`config.mk`:
```
export PLATFORM = sky130hd
export DESIGN_NAME = if_stage
export DESIGN_NICKNAME = d
export VERILOG_FILES = /design/src/rtl/if_stage.sv
export SDC_FILE = /design/constraint.sdc
export NUM_CORES = 1
export LEC_CHECK = 0
export CORE_MARGIN = 4
export CORE_UTILIZATION = 49
export CTS_CLUSTER_DIAMETER = 40
export DETAILED_ROUTE_END_ITERATION = 12
export PLACE_DENSITY_LB_ADDON = 0.05
export SYNTH_ARGS = -nofsm -noshare
export SYNTH_HDL_FRONTEND = slang
export SYNTH_SLANG_ARGS = --single-unit
```
`constraint.sdc`:
```
create_clock -name clk -period 3.3 [get_ports clk]
set_clock_uncertainty 0.05 [all_clocks]
set_input_delay 0.66 -clock clk [delete_from_list [all_inputs] [get_ports clk]]
set_output_delay 0.66 -clock clk [all_outputs]
set_load 0.02 [all_outputs]
```
`src/rtl/if_stage.sv`:
```
// Instruction-fetch stage with IF/ID pipeline register.
// Owns the fetch PC, talks to a variable-latency instruction memory over req/ready,
// and squashes wrong-path fetches when decode resolves a taken branch or jump.
module if_stage #(
  parameter logic [31:0] RESET_PC  = 32'h0000_3000,
  parameter logic [31:0] NOP_INSTR = 32'h0000_0000
) (
  input  logic        clk,
  input  logic        rst,
  input  logic        stallD,
  input  logic        branchTakenD,
  input  logic [31:0] branchTargetD,
  input  logic        jumpD,
  input  logic [31:0] jumpTargetD,
  output logic        imem_req,
  output logic [31:0] imem_addr,
  input  logic        imem_ready,
  input  logic [31:0] imem_rdata,
  output logic [31:0] instrD,
  output logic [31:0] pcD,
  output logic        validD
);

  typedef enum logic [1:0] {StIdle, StFetch, StHold} state_e;

  state_e      r_state;
  logic [31:0] r_pc_f;
  logic [31:0] r_buf_instr;
  logic        r_pend;
  logic [31:0] r_pend_tgt;
  logic [31:0] r_instr_d;
  logic [31:0] r_pc_d;
  logic        r_valid_d;

  logic        w_redir;
  logic [31:0] w_tgt;
  logic [31:0] w_pc_inc;

  // Redirect only counts for a real, non-stalled instruction in decode; jump wins over branch.
  assign w_redir  = r_valid_d & ~stallD & (jumpD | branchTakenD);
  assign w_tgt    = (jumpD ? jumpTargetD : branchTargetD) & ~32'h0000_0003;
  assign w_pc_inc = r_pc_f + 32'd4;

  assign imem_req  = (r_state == StFetch);
  assign imem_addr = r_pc_f;
  assign instrD    = r_instr_d;
  assign pcD       = r_pc_d;
  assign validD    = r_valid_d;

  // Fetch FSM, fetch PC, redirect bookkeeping and IF/ID register.
  always_ff @(posedge clk) begin
    if (!rst) begin
      r_state   <= StIdle;
      r_pc_f    <= RESET_PC;
      r_pend    <= 1'b0;
      r_instr_d <= NOP_INSTR;
      r_pc_d    <= 32'h0000_0000;
      r_valid_d <= 1'b0;
    end else begin
      unique case (r_state)
        StIdle: begin
          r_state <= StFetch;
          if (!stallD) begin
            r_instr_d <= NOP_INSTR;
            r_valid_d <= 1'b0;
          end
        end
        StFetch: begin
          if (!imem_ready) begin
            // Remember the redirect; the in-flight request must still complete.
            if (w_redir) begin
              r_pend     <= 1'b1;
              r_pend_tgt <= w_tgt;
            end
            if (!stallD) begin
              r_instr_d <= NOP_INSTR;
              r_valid_d <= 1'b0;
            end
          end else if (r_pend || w_redir) begin
            // Returning word is wrong-path: drop it and restart at the target.
            r_pc_f <= w_redir ? w_tgt : r_pend_tgt;
            r_pend <= 1'b0;
            if (!stallD) begin
              r_instr_d <= NOP_INSTR;
              r_valid_d <= 1'b0;
            end
          end else if (!stallD) begin
            r_instr_d <= imem_rdata;
            r_pc_d    <= r_pc_f;
            r_valid_d <= 1'b1;
            r_pc_f    <= w_pc_inc;
          end else begin
            // Decode is stalled: park the word until IF/ID can accept it.
            r_buf_instr <= imem_rdata;
            r_state     <= StHold;
          end
        end
        StHold: begin
          if (!stallD) begin
            if (w_redir) begin
              r_pc_f    <= w_tgt;
              r_instr_d <= NOP_INSTR;
              r_valid_d <= 1'b0;
            end else begin
              r_instr_d <= r_buf_instr;
              r_pc_d    <= r_pc_f;
              r_valid_d <= 1'b1;
              r_pc_f    <= w_pc_inc;
            end
            r_state <= StFetch;
          end
        end
        default: r_state <= StIdle;
      endcase
    end
  end

endmodule

```
==> results of run 1 <==
[worst reg2reg max path, stage by stage, from the launching register on]
cell     delay [ps]
dfxtp_1         500
ha_1            280
nand3_2         200
or4_4           680
nor4_1          490
a31o_2          220
a21oi_1          60
[registers in the layout, indices dropped and copies added (netlist names)]
| name | cells |
|---|---|
| validD | 1 |
| r_buf_instr | 32 |
| r_state | 2 |
| instrD | 32 |
| r_pend | 1 |
| pcD | 32 |
| r_pend_tgt | 32 |
| imem_addr | 32 |
[kinds of logic after synthesis]
family | Yosys count
buffers and inverters | 71
AND/OR/NAND/NOR | 290
AO/OA/AOI/OAI | 256
adder cells (fa/ha/maj) | 5
XOR/XNOR | 1
flip-flops | 164
multiplexers | 32
[worst paths after layout]
check	to	from	depth (start not counted)
hold / removal	pcD[6]	pcD[6]	2
setup reg to reg	imem_addr[24]	imem_addr[2]	6
setup / recovery	imem_req	r_state[1]	3
hold reg to reg	pcD[6]	pcD[6]	2
[final cells by class]
type	count	area, µm²	area share
Inverter	7	26.3	0.00252
Tap cell	188	235	0.0225
Clock inverter	10	145	0.0139
Sequential cell	164	3920	0.376
Clock buffer	22	485	0.0465
Timing Repair Buffer	221	2180	0.209
Multi-Input combinational cell	584	3440	0.330
[cells in the final DEF, fill, tap and decap left out, types with 15 or more instances in the layout]
master           synthesis  final
a22oi_1                 32     32
buf_4                    0     23
clkdlybuf4s50_1          0    194
nor2_1                  46     42
nand2_1                147    146
and3_1                  16     16
edfxtp_1                64     64
nand3_1                 17     17
mux2i_1                 28     28
a21o_1                  23     23
clkbuf_16                0     18
dfxtp_1                100    100
o21ai_0                 59     58
a21oi_1                 57     57
nor3_1                  15     15
[report_power, final]
group / internal [µW] / leakage (µW) / total [µW] / switching, µW
combinational: 295 / 0.00195 / 661 / 366
sequential: 2160 / 0.00139 / 2210 / 50.1
clock: 1280 / 0.000302 / 2090 / 805
[through the flow]
| stage | cell area, µm² | util |
|---|---|---|
| finish | 10400 | 0.687 |
| global route | 10400 | 0.687 |
| CTS | 10400 | 0.687 |
| detailed placement | 9810 | 0.645 |
| global placement | 9810 | 0.645 |
| floorplan | 7610 | - |
[per-layer routing]
layer / wire length, µm / vias up / track usage
li1: - / 3372 / -
met5: 0 / - / 0
met2: 11500 / 318 / 0.440
met3: 1690 / 61 / 0.0601
met1: 8540 / 3430 / 0.280
met4: 866 / 0 / 0.126
==> results.yml, run 1 <==
detailed_routing:
  vias_per_cell: 6.00
  wl_mm: 22.6
  drt_pass1_iterations: 5
  drt_iter0_markers: 482
  ant_nets: 0
  wl_per_cell_um: 18.9
  drc: 0
  vias: 7181
placement:
  portBuffers: 195
  dp_hpwl_mm: 16.1
  dp_cells: 1164
  pre_cts_slack_ps: 520
  routabilityCongestion: 0.880
final_layout:
  layout-drive-gt1-share: 0.0853
  layout.cells.non_filler: 1196
  fill_cells: 1146
  final_nets: 1102
  diodes: 0
  area_growth_pct: 37.1
timing:
  timing.final.ws_setup_ps: 668
  whs_ps: 405
  finalSetupViolCount: 0
  finalHoldViolations: 0
  slew_violations: 0
  min_period_over_period: 0.798
  min_period_ps: 2630
  tightest_slew_ps: 621
  rsz0062_at_grt: "false"
  max_freq_mhz: 380
  final.setup.tns_ps: 0
  slew_headroom: 0.586
grt:
  grt_pass1_vias: 7159
  grt_use_total: 0.249
  antenna_found_initial: 0
  grt_max_degree: 43
  gr-total-overflow: 0
  grt_pass1_wl_mm: 35.6
critical_path:
  path_class: "flop to output pin"
  worst_ep_arrival_time_ps: 1920
  max_stage_delay_ps: 700
  cp-start-kind: "flop"
  critPathMaxFanout: 11
  end_kind: "output pin"
  cp_cell_sequence: "inv_1 > ha_1 > clkdlybuf4s50_1"
  cp_num_buf_inv: 2
  critPathTopFamily: "buffers and inverters"
  cp_slowest_cell: "clkdlybuf4s50_1"
  regToRegSetupSlack_ps: 690
  cp.required_ps: 2590
clock_tree:
  cts_htree_levels: 4
  post_cts_buffers: 0
  cts_hold_buf: 0
  cts_tree: "built"
  clkLatencyLatePin_ps: 420
  cts_inserted_buffers: 17
  ctsResizeCount: 0
  path_clk_slew_ps: 60
  cts-root-buf: "clkbuf_16"
  clockBufferDepth: 2
  cts_sinks: 164
logic_synthesis:
  ys_ff_latch: 164
  synth_common_cells: "nand2_1 (147), dfxtp_1 (100), edfxtp_1 (64)"
  synth_top_family_by_area: "compound AO/OA/AOI/OAI gates"
  netlist_instances: 819
  synth.top_cell.area_share: 0.263
  ys_warn_count: 0
  synth.distinct_cells: 63
  synth_compound_area_frac: 0.221
  netlist_area_um2: 7610
  seq_area_frac_synth: 0.515
  synthFlopType: "dfxtp_1"
  synthAdderAreaFrac: 0.00822
  synth-edff-count: 64
  yosysMostFrequentCell: "nand2_1"
  syn_area_per_cell_um2: 9.30
  synth_nets: 926
  async_flop_share: 0
  post-synth-top-area-cell: "dfxtp_1"
  synth_area_leaders: "dfxtp_1 (26%), edfxtp_1 (25%), nand2_1 (7.2%), o21ai_0 (3.9%), a21oi_1 (3.7%)"
  synth-xor-area-share: 0.00115
  yosys.area_share.simple: 0.175
  synth_mux_area_frac: 0.0427
floorplanning:
  ios: 200
  initial_core_util: 0.501
  die_w_um: 133
  rows: 45
  die_y_um: 133
  die-area_um2: 17600
  core_um2: 15200
run_status:
  status: "finished, final reports clean"
worst_hold_path:
  hold_class: "flop to flop"
power_and_ir_drop:
  power_density_nw_per_um2: 475
  power_uw: 4960
  p_leak_uw: 0.00364
  vdd_drop_max_mv: 0.320
flow_run:
  cap_violations: 0
Power figures use the tool's default switching activity.
==> run 2, diff against run 1 <==
--- a/config.mk
+++ b/config.mk
@@ -6,7 +6,7 @@
 export NUM_CORES = 1
 export LEC_CHECK = 0
 export CORE_MARGIN = 4
-export CORE_UTILIZATION = 49
+export CORE_UTILIZATION = 44
 export CTS_CLUSTER_DIAMETER = 40
 export DETAILED_ROUTE_END_ITERATION = 12
 export PLACE_DENSITY_LB_ADDON = 0.05
==> constraint.sdc (replaced) <==
create_clock -name clk -period 2.3 [get_ports clk]
set_clock_uncertainty 0.05 [all_clocks]
set_input_delay 0.46 -clock clk [delete_from_list [all_inputs] [get_ports clk]]
set_output_delay 0.46 -clock clk [all_outputs]
set_load 0.02 [all_outputs]
==> results.yml, run 2 (synthesis gave the netlist of run 1 again) <==
critical_path:
  worst_ep_arrival_time_ps: 2450
  cp.required_ps: 2540
  cp_cell_sequence: "inv_1 > ha_1 > nand2b_1 > o21ai_1 > buf_4 > buf_4 > nor4b_2 > o31ai_1 > a21oi_1"
  max_stage_delay_ps: 410
  r2r-start: "r_state[0]"
  crit_path_frequent_cell: "buf_4"
  startpoint: "r_state[0]"
  cp_slowest_cell: "dfxtp_1"
  cp-start-kind: "flop"
  end_kind: "flop"
  path_class: "flop to flop"
  critPathMaxFanout: 9
clock_tree:
  post_cts_buffers: 0
  clockBufferDepth: 2
  path_clk_slew_ps: 70
  cts_htree_levels: 4
  cts_sinks: 164
  clkLatencyLatePin_ps: 430
  cts-root-buf: "clkbuf_16"
  cts_inserted_buffers: 17
  cts_tree: "built"
detailed_routing:
  drt_iter0_markers: 384
  wl_mm: 24.0
  vias: 7311
  ant_nets: 0
  drc: 0
  drt_pass1_iterations: 5
  vias_per_cell: 5.59
  wl_per_cell_um: 18.4
grt:
  grt_use_total: 0.242
  grt_pass1_vias: 7448
  grt_max_degree: 54
  antenna_found_initial: 0
  grt_pass1_wl_mm: 38.0
  gr-total-overflow: 0
floorplanning:
  initial_core_util: 0.454
  die-area_um2: 19500
  core_um2: 16800
  die_w_um: 140
  ios: 200
  rows: 47
  die_y_um: 140
timing:
  slew_headroom: 0.678
  max_freq_mhz: 454
  rsz0062_at_grt: "false"
  finalHoldViolations: 0
  min_period_ps: 2200
  finalSetupViolCount: 0
  min_period_over_period: 0.959
  final.setup.tns_ps: 0
  slew_violations: 0
  tightest_slew_ps: 479
  whs_ps: 406
run_status:
  status: "finished, final reports clean"
placement:
  routabilityCongestion: 0.880
  portBuffers: 195
  dp_hpwl_mm: 17.9
power_and_ir_drop:
  p_leak_uw: 0.00407
  switchingPower_uw: 1960
  pwr-share-seq: 0.440
  pwr-share-comb: 0.154
  swShare: 0.273
  clkPwrFrac: 0.406
  power_density_nw_per_um2: 640
  p_int_uw: 5210
  vdd_drop_max_mv: 0.781
worst_hold_path:
  hp-start: "instrD[13]"
  hold_class: "flop to flop"
final_layout:
  fill_cells: 1362
  multi_input_area_um2: 3450
  diodes: 0
  area_growth_pct: 46.9
  final_cell_mix: "clkdlybuf4s50_1 (193), nand2_1 (146), dfxtp_1 (98)"
  final_nets: 1181
  layout-drive-gt1-share: 0.158
  layout_commonest_cell: "clkdlybuf4s50_1"
  seqCellArea_um2: 3930
flow_run:
  cap_violations: 0
==> run 2: cell count changes in the layout (fill, tap and decap cells not counted), sizes merged <==
cell,delta
buf,+79
inv,+9
clkbuf,-5
bufinv,-2
clkinvlp,-2
clkdlybuf4s50,-1
dlygate4sd2,+1
==> run 2: metrics by stage <==
stage	instances	power (µW)	utilization	setup WS (ps)	instance area [µm²]
3_5_place_dp	1275	4320	0.631	-219	10600
4_1_cts	1307	7220	0.667	33.2	11200
2_1_floorplan	819	3720	-	29.9	7620
3_3_place_gp	1275	4300	0.631	-215	10600
5_1_grt	1307	7430	0.667	26.5	11200
6_report	1307	7160	0.667	95.3	11200
==> run 2: power by group through the flow <==
stage | combinational, µW | clock, µW | sequential (µW)
floorplan | 455 | 0 | 3260
global placement | 1090 | 0 | 3210
detailed placement | 1110 | 0 | 3220
CTS | 1110 | 2950 | 3150
global route | 1190 | 3080 | 3160
finish | 1110 | 2910 | 3150
==> run 2: cell type report <==
class                   instances  share of cell area
clock inverters                15              0.0162
inverters                       7             0.00235
multi-input cells             584               0.309
flip-flops and latches        164               0.351
repair buffers                300               0.259
clock buffers                  17              0.0380
well taps                     220              0.0246
==> run 2: repair_timing <==
| item | CTS | global route |
|---|---|---|
| pin swaps | 0 | 1 |
| setup endpoints to repair | 1 | 6 |
| gates resized for setup | 2 | 2 |
| hold buffers | 0 | 0 |
==> run 2: worst max-delay path, delay by kind of cell, from the launching register on <==
kind / cells / cell delay [ps]
buffers and inverters: 3 / 440
DFF: 1 / 410
adders and majority gates: 1 / 300
AOI/OAI and AO/OA: 3 / 620
and+or+nand+nor: 2 / 250
==> run 2: layer usage <==
layer  part of all wire  vias to the layer above  global-route usage
met5                  0                        -                   0
met4              0.037                        0               0.104
met3              0.052                       48              0.0556
met2               0.52                      201               0.452
met1               0.39                     3526               0.260
li1                   -                     3536                   -
==> run 2: worst paths after layout <==
kind / end / slack, ps / cells after the start
worst min register to register: instrD[13] / 410 / 2
worst max-delay path: imem_addr[9] / 100 / 9
worst min-delay path: instrD[13] / 410 / 2
worst max register to register: imem_addr[9] / 100 / 9
==> run 3, diff against run 2 <==
--- a/config.mk
+++ b/config.mk
@@ -9,7 +9,7 @@
 export CORE_UTILIZATION = 44
 export CTS_CLUSTER_DIAMETER = 40
 export DETAILED_ROUTE_END_ITERATION = 12
-export PLACE_DENSITY_LB_ADDON = 0.05
+export PLACE_DENSITY = 0.76
 export SYNTH_ARGS = -nofsm -noshare
 export SYNTH_HDL_FRONTEND = slang
 export SYNTH_SLANG_ARGS = --single-unit
==> results.yml, run 3 (synthesis gave the netlist of run 1 again) <==
detailed_routing:
  drt_iter0_markers: 728
  drc: 0
  ant_nets: 0
  vias_per_cell: 5.73
  vias: 7447
  drt_pass1_iterations: 5
  wl_mm: 23.8
  wl_per_cell_um: 18.3
placement:
  routabilityCongestion: 0.938
  dp_hpwl_mm: 17.7
  portBuffers: 195
  dp_cells: 1267
floorplanning:
  die_w_um: 140
  die_y_um: 140
  ios: 200
  core_um2: 16800
  rows: 47
  die-area_um2: 19500
  initial_core_util: 0.454
power_and_ir_drop:
  power_density_nw_per_um2: 642
  vdd_drop_max_mv: 0.569
  p_leak_uw: 0.00400
timing:
  slew_headroom: 0.686
  slew_violations: 0
  rsz0062_at_grt: "false"
  min_period_over_period: 0.956
  min_period_ps: 2200
  final.setup.tns_ps: 0
  finalSetupViolCount: 0
  finalHoldViolations: 0
  max_freq_mhz: 455
  tightest_slew_ps: 468
clock_tree:
  path_clk_slew_ps: 70
  post_cts_buffers: 0
  cts_inserted_buffers: 17
  cts_sinks: 164
  cts-root-buf: "clkbuf_16"
  clkLatencyLatePin_ps: 430
  cts_htree_levels: 4
  cts_tree: "built"
  clockBufferDepth: 2
critical_path:
  max_stage_delay_ps: 640
  cp.required_ps: 2620
  cp-start-kind: "flop"
  worst_ep_arrival_time_ps: 2520
  cp_cell_sequence: "ha_1 > nand3_2 > or4_4 > or3_1 > o31ai_1 > o2bb2ai_1"
  critPathMaxFanout: 9
  regToRegSetupSlack_ps: 100
  end_kind: "flop"
  critPathTopFamily: "simple AND/OR/NAND/NOR gates"
  r2r-start: "imem_addr[2]"
  cp_num_buf_inv: 0
  cp_slowest_cell: "or4_4"
  r2r_end: "imem_addr[18]"
  path_class: "flop to flop"
  rr_worst_depth: 6
final_layout:
  area_growth_pct: 45.1
  diodes: 0
  final_nets: 1173
  layout-drive-gt1-share: 0.150
  final_cell_mix: "clkdlybuf4s50_1 (193), nand2_1 (146), dfxtp_1 (98)"
  layout_commonest_cell: "clkdlybuf4s50_1"
  layout.cells.non_filler: 1299
grt:
  grt_max_degree: 44
  grt_pass1_vias: 7212
  gr-total-overflow: 0
  grt_use_total: 0.242
  grt_pass1_wl_mm: 38.2
  antenna_found_initial: 0
worst_hold_path:
  hold_depth: 2
  hp-start: "instrD[28]"
  hold_class: "flop to flop"
  hold_end: "instrD[28]"
flow_run:
  cap_violations: 0
run_status:
  status: "finished, final reports clean"
[run 3: tightest hold or removal path: cells and delay by family, from the launching register on]
| family | cells | cell delay, ps |
|---|---|---|
| DFF | 1 | 330 |
| and+or+nand+nor | 1 | 40 |
| AOI/OAI and AO/OA | 1 | 50 |
[run 3: worst max-delay path by stage]
stage	startpoint	end	cells after the start
6_report	imem_addr[2]	imem_addr[18]	6
5_1_grt	imem_addr[2]	imem_addr[18]	6
4_1_cts	imem_addr[2]	imem_addr[30]	6
3_5_place_dp	stallD	imem_addr[16]	7
3_3_place_gp	stallD	imem_addr[16]	7
2_1_floorplan	imem_addr[2]	imem_addr[20]	7
[run 3: where the power goes]
part           leakage [µW]  internal, µW  switching [µW]  total (µW)
Sequential          0.00139          3100            48.2        3150
Clock              0.000288          1540            1320        2860
Combinational       0.00233           511             570        1080
Total               0.00400          5160            1940        7090
[run 3: layer usage]
layer / share of wire / wire length (µm) / global-route usage
met1: 0.42 / 10000 / 0.320
met2: 0.48 / 11300 / 0.391
met3: 0.077 / 1820 / 0.0648
met4: 0.025 / 605 / 0.0765
met5: 0 / 0 / 0
[run 3: what timing repair did]
| action | CTS | global route |
|---|---|---|
| cloned | 0 | 0 |
| resized for setup | 1 | 1 |
| pin swaps | 0 | 1 |
| hold buffers | 0 | 0 |
| endpoints found under the setup margin | 1 | 5 |
[run 3: area by class of cell]
type | instances | area [µm²]
Fill cell | 1384 | 5720
Sequential cell | 164 | 3930
Multi-Input combinational cell | 584 | 3450
Timing Repair Buffer | 292 | 2790
Clock buffer | 17 | 425
Tap cell | 220 | 275
Clock inverter | 15 | 159
Inverter | 7 | 26.3
[run 3: stage by stage]
step,util,total power [µW],worst slack [ps],hold slack (ps),area [µm²]
3_3_place_gp,0.624,4270,-96.5,384,10500
3_5_place_dp,0.624,4290,-148,391,10500
5_1_grt,0.659,7350,23.6,421,11000
4_1_cts,0.659,7110,48.6,405,11000
6_report,0.659,7090,101,402,11000
2_1_floorplan,-,3720,29.9,449,7620
